==> config.mk <==
export PLATFORM = sky130hd
export DESIGN_NAME = matrix_mul_seq
export DESIGN_NICKNAME = d
export VERILOG_FILES = /design/src/rtl/matrix_mul_seq.sv
export SDC_FILE = /design/constraint.sdc
export NUM_CORES = 1
export LEC_CHECK = 0
export ABC_AREA = 1
export BUFFER_PORTS_ARGS = -buffer_cell sky130_fd_sc_hd__buf_4
export CORE_ASPECT_RATIO = 2
export CORE_MARGIN = 2
export CORE_UTILIZATION = 32
export CTS_CLUSTER_SIZE = 25
export DETAILED_ROUTE_END_ITERATION = 16
export SETUP_SLACK_MARGIN = 0.02
export SYNTH_ARGS = -nofsm -noshare
export SYNTH_HDL_FRONTEND = slang
export SYNTH_SLANG_ARGS = --single-unit
==> constraint.sdc <==
create_clock -name clk -period 14 [get_ports clk]
set_input_delay 2.8 -clock clk [delete_from_list [all_inputs] [get_ports clk]]
set_output_delay 2.8 -clock clk [all_outputs]
set_load 0.01 [all_outputs]
==> src/rtl/matrix_mul_seq.sv <==
// Sequential C = A x B using one shared MAC unit walked by a small FSM (k innermost, then j, then i).
// Optional macro MATRIX_MUL_SAT_EN clamps out-of-range results instead of truncating them.
module matrix_mul_seq #(
  parameter int BITLENGTH = 8,
  parameter int M1_D1     = 4,
  parameter int M1_D2     = 2,
  parameter int M2_D2     = 3,
  parameter int ACC_WIDTH = 20,
  parameter int SIGNED    = 0
) (
  input  logic                                clk,
  input  logic                                rst_n,
  input  logic                                start,
  input  logic [M1_D1*M1_D2*BITLENGTH-1:0]    a_in,
  input  logic [M1_D2*M2_D2*BITLENGTH-1:0]    b_in,
  output logic                                busy,
  output logic                                done,
  output logic [M1_D1*M2_D2*BITLENGTH-1:0]    c_out,
  output logic                                ovf
);

  localparam int AW = M1_D1*M1_D2*BITLENGTH;
  localparam int BW = M1_D2*M2_D2*BITLENGTH;
  localparam int CW = M1_D1*M2_D2*BITLENGTH;
  localparam int IW = (M1_D1 > 1) ? $clog2(M1_D1) : 1;
  localparam int JW = (M2_D2 > 1) ? $clog2(M2_D2) : 1;
  localparam int KW = (M1_D2 > 1) ? $clog2(M1_D2) : 1;
  localparam logic [IW-1:0] I_LAST = IW'(M1_D1-1);
  localparam logic [JW-1:0] J_LAST = JW'(M2_D2-1);
  localparam logic [KW-1:0] K_LAST = KW'(M1_D2-1);

  typedef enum logic [1:0] {IDLE, MAC, DONE} state_t;

  state_t                 r_state;
  logic [AW-1:0]          r_a;
  logic [BW-1:0]          r_b;
  logic [CW-1:0]          r_c;
  logic [ACC_WIDTH-1:0]   r_acc;
  logic [IW-1:0]          r_i;
  logic [JW-1:0]          r_j;
  logic [KW-1:0]          r_k;
  logic                   r_busy;
  logic                   r_done;
  logic                   r_ovf;

  logic [BITLENGTH-1:0]   w_aElem;
  logic [BITLENGTH-1:0]   w_bElem;
  logic [ACC_WIDTH-1:0]   w_aExt;
  logic [ACC_WIDTH-1:0]   w_bExt;
  logic [ACC_WIDTH-1:0]   w_sum;
  logic                   w_ovf;
  logic [BITLENGTH-1:0]   w_res;

  // Operands are extended to the accumulator width first, so the low bits of the product are exact in both modes.
  always_comb begin
    w_aElem = BITLENGTH'(r_a >> ((int'(r_i)*M1_D2 + int'(r_k))*BITLENGTH));
    w_bElem = BITLENGTH'(r_b >> ((int'(r_k)*M2_D2 + int'(r_j))*BITLENGTH));
    if (SIGNED != 0) begin
      w_aExt = {{(ACC_WIDTH-BITLENGTH){w_aElem[BITLENGTH-1]}}, w_aElem};
      w_bExt = {{(ACC_WIDTH-BITLENGTH){w_bElem[BITLENGTH-1]}}, w_bElem};
    end else begin
      w_aExt = {{(ACC_WIDTH-BITLENGTH){1'b0}}, w_aElem};
      w_bExt = {{(ACC_WIDTH-BITLENGTH){1'b0}}, w_bElem};
    end
    w_sum = r_acc + w_aExt * w_bExt;
    if (SIGNED != 0) begin
      w_ovf = !((&w_sum[ACC_WIDTH-1:BITLENGTH-1]) || !(|w_sum[ACC_WIDTH-1:BITLENGTH-1]));
    end else begin
      w_ovf = |w_sum[ACC_WIDTH-1:BITLENGTH];
    end
    w_res = w_sum[BITLENGTH-1:0];
`ifdef MATRIX_MUL_SAT_EN
    if (w_ovf) begin
      if (SIGNED != 0) begin
        w_res = w_sum[ACC_WIDTH-1] ? {1'b1, {(BITLENGTH-1){1'b0}}} : {1'b0, {(BITLENGTH-1){1'b1}}};
      end else begin
        w_res = '1;
      end
    end
`endif
  end

  always_ff @(posedge clk or negedge rst_n) begin
    if (!rst_n) begin
      r_state <= IDLE;
      r_a     <= '0;
      r_b     <= '0;
      r_c     <= '0;
      r_acc   <= '0;
      r_i     <= '0;
      r_j     <= '0;
      r_k     <= '0;
      r_busy  <= 1'b0;
      r_done  <= 1'b0;
      r_ovf   <= 1'b0;
    end else begin
      r_done <= 1'b0;
      case (r_state)
        IDLE: begin
          if (start) begin
            r_a     <= a_in;
            r_b     <= b_in;
            r_acc   <= '0;
            r_ovf   <= 1'b0;
            r_i     <= '0;
            r_j     <= '0;
            r_k     <= '0;
            r_busy  <= 1'b1;
            r_state <= MAC;
          end
        end
        MAC: begin
          if (r_k == K_LAST) begin
            for (int e = 0; e < M1_D1*M2_D2; e++) begin
              if (e == int'(r_i)*M2_D2 + int'(r_j)) begin
                r_c[e*BITLENGTH +: BITLENGTH] <= w_res;
              end
            end
            if (w_ovf) begin
              r_ovf <= 1'b1;
            end
            r_acc <= '0;
            r_k   <= '0;
            if (r_j == J_LAST) begin
              r_j <= '0;
              if (r_i == I_LAST) begin
                r_i     <= '0;
                r_busy  <= 1'b0;
                r_done  <= 1'b1;
                r_state <= DONE;
              end else begin
                r_i <= r_i + IW'(1);
              end
            end else begin
              r_j <= r_j + JW'(1);
            end
          end else begin
            r_acc <= w_sum;
            r_k   <= r_k + KW'(1);
          end
        end
        DONE: begin
          r_state <= IDLE;
        end
        default: begin
          r_state <= IDLE;
        end
      endcase
    end
  end

  assign busy  = r_busy;
  assign done  = r_done;
  assign ovf   = r_ovf;
  assign c_out = r_c;

endmodule

==> impl_metrics.yaml <==
critical_path:
  cpMaxStageDelayCell: "fa_1"
  crit_path_start_kind: "flip-flop"
  worstSetupPathDepth: 31
  reg2reg_depth: 31
  cp_num_buf_inv: 7
  cp.required_ps: 14430
  crit_family: "adder cells"
  critPathArrivalTime_ps: 7600
  crit_type: "flip-flop to flip-flop"
  critPathMaxStageDelay_ps: 940
  cp_max_fo: 34
  cpMostUsedCell: "nand2_1"
  end_kind: "flip-flop"
timing:
  setup_viol: 0
  skew_ps: 22.40
  whs_ps: 478.3
  post-route-worst-setup-slack_ps: 6827
  drv_slew: 0
  timing.final.crit_share_pct: 51.24
  worst_pin_slew_ps: 1020
  hold_viol_final: 0
  setup_tns_ps: 0
  rsz0062_at_grt: "false"
  fmax_mhz: 139.4
  period_minus_slack_ps: 7173
  max_slew_margin_pct: 32.03
routing:
  drc: 0
  drt_iter0_markers: 618
  drtAntennaViolNets: 0
  met3_length_um: 1696
  dr_total_vias: 10600
  wl_met2_um: 17560
  via_per_inst: 4.604
  routed_wirelength_um: 35980
  wl_per_cell_um: 15.62
  met1_length_um: 15550
  drt_pre_antenna_iters: 5
  highest_layer: "met4"
finish:
  fin_nets: 1969
  drive_gt1_share_pct: 16.13
  final_cells: 2303
  area_growth_pct: 22.25
  diodes: 0
place:
  pre_cts_slack_ps: 6905
  routabilityCongestion: 0.8823
  io_buffers: 213
  dp.final_hpwl_um: 26460
  dp.cells: 2261
grt:
  overflow: 0
  grt_pass1_wl_um: 57550
  grt_start_max_net_pins: 118
  track_usage_pct: 17.04
  antenna_found_initial: 0
  grt_pass1_vias: 10660
worst_hold_path:
  min_path_cells: 2
  min_path_type: "flip-flop to flip-flop"
synth:
  syn_nets: 1790
  ys_types: 32
  synth_top_cell_by_area: "dfrtp_1"
  synth-seq-cells: 238
  synthFlopType: "dfrtp_1"
  yosys.area.top_type_share_pct: 46.25
  syn_area_mm2: 0.01288
  synthCells: 1577
  yosysSeqAreaShare_pct: 46.25
  yosys_warnings: 0
  synth_area_leaders: "dfrtp_1, nand2_1, fa_1"
  synthArstFlopShare_pct: 100.0
  avgSynthCellArea_um2: 8.167
  synth-edff-count: 0
clock_tree:
  cts.clk_slew.worst_paths_ps: 70
  cts_tree: "yes"
  clk_latency_ps: 560
  cts.sinks: 238
  hold_buffers: 0
  cts_setup_buffers: 0
  post_cts_resized: 0
  htreeDepth: 1
  cts-root-buf: "clkbuf_16"
  cts_buffer_depth: 3
  cts_made_buffers: 23
floorplanning:
  core_mm2: 0.03995
  initial_core_util_pct: 32.24
  num_io_pins: 214
  num_rows: 104
  die_height_um: 287.7
  die_area_mm2: 0.04196
  dieWidth_um: 145.9
status:
  status: "finished clean"
flow_run:
  cap_violations: 0
## layout make-up
class	instances	area (um2)
fillers	4189	24200
multi-input cells	1099	6003
flip-flops and latches	238	5956
clock buffers	27	600.6
clock inverters	15	209.0
inverters	175	660.6
repair buffers	219	1652
well taps	530	663.1
## registers in the layout, summed over array words and instances, names as in the netlist
name	count
c_out	96
busy	1
r_a	64
r_j	2
r_i	2
r_b	48
r_k	1
r_state	2
ovf	1
r_acc	20
done	1
## per-stage QoR
step / cell area, um2 / util [%]
after detailed placement: 14930 / 37.38
after global placement: 14930 / 37.38
final: 15740 / 39.41
after CTS: 15740 / 39.41
after global routing: 15740 / 39.41
after floorplan: 12880 / -
## cells by family after synthesis
| group | after synthesis | share of synthesized area (%) |
|---|---|---|
| AO/OA/AOI/OAI | 207 | 9.249 |
| XOR/XNOR | 3 | 0.2041 |
| adder cells (fa/ha/maj) | 98 | 12.61 |
| buffers and inverters | 240 | 7.316 |
| flip-flops | 238 | 46.25 |
| AND/OR/NAND/NOR | 791 | 24.38 |
## synth_stat cells, types with 4 or more instances
cell	number
nor2_1	90
inv_1	170
ha_1	45
o21ai_1	100
nand4_1	4
a21oi_1	26
nand3_1	31
nor3_4	4
dfrtp_1	238
o221ai_1	8
nand3b_1	4
a32o_1	20
nand2_1	638
buf_1	9
o21ai_0	40
clkbuf_1	27
fa_1	53
o22ai_1	9
buf_2	28
nand2_2	12
## placed cells by master, fill, tap and decap left out, types with 20 or more instances in the layout
cell / n
a32o_1: 20
o21ai_0: 40
fa_1: 53
buf_4: 218
nand2_1: 637
o21ai_1: 100
nor2_1: 90
clkbuf_16: 23
a21oi_1: 26
inv_1: 170
dfrtp_1: 238
ha_1: 45
nand3_1: 31
## path summary, 6_finish.rpt
path                                         endpoint  slack (ps)                start
worst max-delay path                  ovf$_DFFE_PN0P_        6830      r_k$_DFFE_PN0P_
max in group asynchronous       c_out[69]$_DFFE_PN0P_        9500                rst_n
min in group asynchronous         r_a[49]$_DFFE_PN0P_        2290                rst_n
worst min register to register    r_b[39]$_DFFE_PN0P_         480  r_b[39]$_DFFE_PN0P_
worst max register to register        ovf$_DFFE_PN0P_        6830      r_k$_DFFE_PN0P_
worst min-delay path              r_b[39]$_DFFE_PN0P_         480  r_b[39]$_DFFE_PN0P_
## routing by layer
metal / GRT usage, % / up-vias
li1: - / 5293
met1: 21.96 / 4970
met2: 29.32 / 286
met3: 2.361 / 53
met4: 5.931 / 0
met5: 0 / -
## worst min-delay path: cells and delay by family, from the launching register on
kind / cells / cell delay (ps)
flip-flops: 1 / 340
AND/OR/NAND/NOR: 2 / 110
Power is not shown: default switching activity piles up to over one toggle a cycle in this logic, so the estimate is an artifact.
